==> config.mk <==
export PLATFORM = sky130hd
export DESIGN_NAME = reg_wr_arbiter
export DESIGN_NICKNAME = d
export VERILOG_FILES = /design/src/rtl/rf_pkg.sv /design/src/rtl/wb_slot.sv /design/src/rtl/reg_wr_arbiter.sv
export SDC_FILE = /design/constraint.sdc
export NUM_CORES = 1
export LEC_CHECK = 0
export CAP_MARGIN = 20
export CORE_ASPECT_RATIO = 0.9
export CORE_MARGIN = 8
export CORE_UTILIZATION = 45
export CTS_CLUSTER_SIZE = 20
export DETAILED_ROUTE_END_ITERATION = 10
export GPL_TIMING_DRIVEN = 0
export PLACE_DENSITY = 0.74
export SLEW_MARGIN = 20
export SYNTH_ARGS = -nofsm -noshare
export SYNTH_HDL_FRONTEND = slang
export SYNTH_SLANG_ARGS = --single-unit
export TNS_END_PERCENT = 1
==> constraint.sdc <==
create_clock -name Clk -period 3.1 [get_ports Clk]
set_input_delay 0.93 -clock Clk [delete_from_list [all_inputs] [get_ports Clk]]
set_output_delay 0.93 -clock Clk [all_outputs]
set_load 0.01 [all_outputs]
==> src/rtl/rf_pkg.sv <==
// Shared constants for the register-file writeback path.
package rf_pkg;
  localparam int unsigned AW       = 5;
  localparam int unsigned DW       = 32;
  localparam int unsigned REG_ZERO = 0;
  localparam int unsigned SRC_ALU  = 0;
  localparam int unsigned SRC_MEM  = 1;
endpackage

==> src/rtl/wb_slot.sv <==
// One-entry writeback holding register: a new accept may reload the slot on its grant edge.
module wb_slot #(
  parameter int unsigned AW = rf_pkg::AW,
  parameter int unsigned DW = rf_pkg::DW
) (
  input  logic          clk,
  input  logic          rst_n,
  input  logic          req_v,
  input  logic [AW-1:0] req_a,
  input  logic [DW-1:0] req_d,
  input  logic          grant,
  input  logic          stamp,
  output logic          rdy,
  output logic          valid,
  output logic [AW-1:0] addr,
  output logic [DW-1:0] data,
  output logic          seq
);
  logic          valid_q;
  logic [AW-1:0] addr_q;
  logic [DW-1:0] data_q;
  logic          seq_q;
  logic          accept;

  assign rdy    = !valid_q | grant;
  assign accept = req_v & rdy;

  always_ff @(posedge clk or negedge rst_n) begin
    if (!rst_n) begin
      valid_q <= 1'b0;
      addr_q  <= '0;
      data_q  <= '0;
      seq_q   <= 1'b0;
    end else if (accept) begin
      valid_q <= 1'b1;
      addr_q  <= req_a;
      data_q  <= req_d;
      seq_q   <= stamp;
    end else if (grant) begin
      valid_q <= 1'b0;
    end
  end

  assign valid = valid_q;
  assign addr  = addr_q;
  assign data  = data_q;
  assign seq   = seq_q;
endmodule

==> src/rtl/reg_wr_arbiter.sv <==
// Two-source, age-ordered round-robin arbiter onto the single register-file write port,
// with pending-write flags for the two read addresses.
module reg_wr_arbiter #(
  parameter int unsigned AW        = rf_pkg::AW,
  parameter int unsigned DW        = rf_pkg::DW,
  parameter bit          ZERO_DROP = 1'b1
) (
  input  logic          Clk,
  input  logic          Rst_n,
  input  logic          ReqV0,
  input  logic [AW-1:0] ReqA0,
  input  logic [DW-1:0] ReqD0,
  output logic          ReqRdy0,
  input  logic          ReqV1,
  input  logic [AW-1:0] ReqA1,
  input  logic [DW-1:0] ReqD1,
  output logic          ReqRdy1,
  output logic [AW-1:0] Awr,
  output logic [DW-1:0] Din,
  output logic          WrEn,
  input  logic [AW-1:0] Ard1,
  input  logic [AW-1:0] Ard2,
  output logic          Pend1,
  output logic          Pend2,
  output logic          Idle
);
  import rf_pkg::*;

  logic          v0, v1, s0, s1, g0, g1, sel, any, tie, same_nz;
  logic [AW-1:0] a0, a1, wr_a;
  logic [DW-1:0] d0, d1, wr_d;
  logic          age_q, rr_q, wren_q;
  logic [AW-1:0] awr_q;
  logic [DW-1:0] din_q;

  wb_slot #(.AW(AW), .DW(DW)) u_slot0 (
    .clk   (Clk),
    .rst_n (Rst_n),
    .req_v (ReqV0),
    .req_a (ReqA0),
    .req_d (ReqD0),
    .grant (g0),
    .stamp (age_q),
    .rdy   (ReqRdy0),
    .valid (v0),
    .addr  (a0),
    .data  (d0),
    .seq   (s0)
  );

  wb_slot #(.AW(AW), .DW(DW)) u_slot1 (
    .clk   (Clk),
    .rst_n (Rst_n),
    .req_v (ReqV1),
    .req_a (ReqA1),
    .req_d (ReqD1),
    .grant (g1),
    .stamp (age_q),
    .rdy   (ReqRdy1),
    .valid (v1),
    .addr  (a1),
    .data  (d1),
    .seq   (s1)
  );

  assign tie     = v0 & v1 & (s0 == s1);
  assign same_nz = (a0 == a1) & (a0 != AW'(REG_ZERO));
  assign any     = v0 | v1;

  // The newest entry carries the complement of age_q, so the older one matches it.
  always_comb begin
    sel = 1'(SRC_ALU);
    if (v0 & v1) begin
      if (s0 != s1)     sel = (s0 == age_q) ? 1'(SRC_ALU) : 1'(SRC_MEM);
      else if (!same_nz) sel = rr_q;
    end else if (v1) begin
      sel = 1'(SRC_MEM);
    end
  end

  assign g0   = v0 & (sel == 1'(SRC_ALU));
  assign g1   = v1 & (sel == 1'(SRC_MEM));
  assign wr_a = sel ? a1 : a0;
  assign wr_d = sel ? d1 : d0;

  always_ff @(posedge Clk or negedge Rst_n) begin
    if (!Rst_n) begin
      awr_q  <= '0;
      din_q  <= '0;
      wren_q <= 1'b0;
      rr_q   <= 1'b0;
      age_q  <= 1'b0;
    end else begin
      wren_q <= 1'b0;
      if (any) begin
        awr_q  <= wr_a;
        din_q  <= wr_d;
        wren_q <= (wr_a != AW'(REG_ZERO)) | !ZERO_DROP;
      end
      if (tie) rr_q <= ~rr_q;
      if ((ReqV0 & ReqRdy0) | (ReqV1 & ReqRdy1)) age_q <= ~age_q;
    end
  end

  assign Awr  = awr_q;
  assign Din  = din_q;
  assign WrEn = wren_q;

  assign Pend1 = (Ard1 != AW'(REG_ZERO)) &
                 ((v0 & (a0 == Ard1)) | (v1 & (a1 == Ard1)) | (wren_q & (awr_q == Ard1)));
  assign Pend2 = (Ard2 != AW'(REG_ZERO)) &
                 ((v0 & (a0 == Ard2)) | (v1 & (a1 == Ard2)) | (wren_q & (awr_q == Ard2)));
  assign Idle  = !v0 & !v1 & !wren_q;
endmodule

==> results.md <==
- Yosys warns: 0
- Buffer levels on the longest clock path: 2
- Netlist cell types: 36
- Die height: 119 microns
- Root buffer cell: clkbuf_16
- Syn nets: 550
- CP arrival: 2140 ps
- Top FF cell, synth: dfrtp_1
- Placement row count: 37
- DRT Wirelength: 14.2 mm
- Synthesized area per cell: 11.5 sq um
- # H-tree levels: 4
- Post-Synthesis Cells: 462
- Maximum fanout along the worst path: 4
- Switching power: 2.87 mW
- Synthesized cell area: 5320 sq um
- Final antenna-violating net count: 0
- Actual slew at the worst max-slew pin: 610 ps
- Grt total ovfl: 0
- Area growth, synth to finish: 39.7%
- Crit Path Class: input port to output port
- Vias in the first global route: 4521
- # clock sinks: 118
- Final hold viol count: 0
- CTS clk-pin slew, worst paths: 50 ps
- Slew margin rel.: 0.594
- Clock latency at the later pin of the worst-skew pair: 400 ps
- Setup Skew: 8.23 ps
- Async S/R FF share, synth: 1.00
- Vias: 4038
- Pint: 5.30 mW
- Achievable Freq: 326 MHz
- Antenna Cells: 0
- RePlAce Congestion: 0.833
- First-pass GRT wire length: 23.2 mm
- Fill count: 949
- # port buffers: 130
- Final #Nets: 699
- Worst VDD drop: 0.454 mV
- Max Slew Vio Count: 0
- Tcrit/Tclk final: 0.990
- Final Power: 8.17 mW
- Flop pwr share: 0.347
- Initial antenna violation count: 0
- Max cap viols: 0
- Layout cells sized above 1: 0.213
- Post-synth EDFFs: 0
- Starting Density: 0.463
- Critical Path Source Type: input port
- Core ar.: 11500 sq um
- Clock power frac: 0.232
- Dpl cells: 749
- Initial DRT Pass Iterations: 4
- Post-route cell area: 7430 sq um
- CTS tree: yes
- Crit path capture type: output port
- Detail Placement HPWL: 10.1 mm
- Logic gate share of total power: 0.421
- Final setup viols: 0
- Layout Cells excl Fill: 779
- Sw Ratio: 0.351
- Outcome: complete, no violations
- Largest net degree at the start of global routing: 77
- Yosys reg bits: 118
- Via/cell ratio: 5.18
- DRC: 0
- I/O pin count: 131
- Routed WL per cell: 18.2 microns
- HP Class: input port to async pin
- Die X: 131 microns
- DP Area: 6840 sq um
- Num CTS Buffers: 17
- GRT Total Usage: 0.189
- Pwr Density: 1100 nW/um^2
- Period minus WS final: 3070 ps
- 1st-iter DRT viols: 223
- RSZ-0062 raised after global routing: yes
- Register area share after synthesis: 0.555
- Die area: 15600 sq um
- Leakage: 3.17 nW
- Worst EP required: 2170 ps
[final cells by class]
type	instances	area, sq um	area share
inverters	2	7.51	0.00101
multi-input cells	308	2200	0.296
clock inverters	9	101	0.0136
well taps	156	195	0.0263
flip-flops and latches	118	2960	0.398
plain buffers	29	169	0.0227
repair buffers	135	1320	0.178
clock buffers	22	474	0.0638
[cell usage after synthesis (4+ instances only)]
cell type  instances  share of area
a31oi_1           39          0.046
nor4_1             4         0.0047
nand2b_1           4         0.0047
xor2_1            18          0.030
nor2_1            42          0.030
buf_2             10         0.0094
clkbuf_1          15          0.011
nand2_1           77          0.054
mux2_2            47           0.10
xnor2_1           19          0.031
nand3_1            5         0.0047
mux2_1            20          0.042
buf_6              5          0.011
mux2_4             9          0.025
dfrtp_1          118           0.56
[metal layers]
layer | GRT usage | share of wire | vias up
met5 | 0 | 0 | -
met4 | 0.0731 | 0.018 | 0
met3 | 0.0647 | 0.074 | 20
met2 | 0.290 | 0.47 | 125
met1 | 0.241 | 0.44 | 2021
li1 | - | - | 1872
[path summary, 6_finish.rpt]
path / start / end / slack, ps / cells after the start
max reg2reg: u_slot0.addr[0] / u_slot0.data[30] / 610 / 9
min reg2reg: u_slot1.data[7] / u_slot1.data[7] / 490 / 1
max: Ard2[0] / Pend2 / 30 / 8
min: Rst_n / u_slot0.data[21] / 440 / 1
max in group asynchronous: Rst_n / u_slot0.addr[2] / 1930 / 2
min in group Clk: u_slot1.data[7] / u_slot1.data[7] / 490 / 1
[cells by family after synthesis]
group | share of synthesized area
multiplexers | 0.167
XOR/XNOR | 0.0610
flip-flops | 0.555
AO/OA/AOI/OAI | 0.0673
buffers and inverters | 0.0369
AND/OR/NAND/NOR | 0.112
[through the flow]
stage,TNS [ps],setup WS (ps),util,hold WS (ps)
2_1_floorplan,0,421,-,464
3_3_place_gp,-392740,-3320,0.593,473
3_5_place_dp,-1430,-726,0.596,481
4_1_cts,-31.1,-31.1,0.644,449
5_1_grt,-174,-80.3,0.647,451
6_report,0,30.3,0.647,440
[flip-flops by register name, indices dropped and copies added (netlist names)]
name           flops
u_slot1.addr       5
Din               32
age_q              1
rr_q               1
u_slot0.valid      1
u_slot1.seq        1
u_slot0.addr       5
WrEn               1
u_slot0.data      32
u_slot1.valid      1
u_slot1.data      32
Awr                5
u_slot0.seq        1
[power by group through the flow]
stage	Sequential [mW]	Combinational [mW]	Clock, mW
global route	2.93	3.77	2.00
CTS	2.81	3.43	1.92
global placement	2.77	3.34	0
floorplan	2.79	2.08	0
finish	2.84	3.44	1.89
detailed placement	2.80	3.46	0
[worst max-delay path, stage by stage]
cell     delay, ps
buf_2          140
xor2_1         150
nor4_1         330
nand3_1        160
o31ai_2         90
a31oi_1         70
a21oi_1        120
buf_2          150
[cell usage in the layout, fill, tap and decap left out, types with 15 or more instances in the layout]
master,n
buf_2,15
xor2_1,18
clkbuf_16,17
a31oi_1,39
mux2_2,47
dfrtp_1,116
xnor2_1,19
mux2_1,20
nand2_1,76
nor2_1,42
clkdlybuf4s50_1,115
[timing repair]
item | 4_1_cts | 5_1_grt
pin swaps | 2 | 8
resized for setup | 39 | 17
endpoints found under the setup margin | 5 | 5
buffers inserted | 0 | 4
hold buffers | 0 | 0
Note: power is estimated with default switching activity, not from simulation.
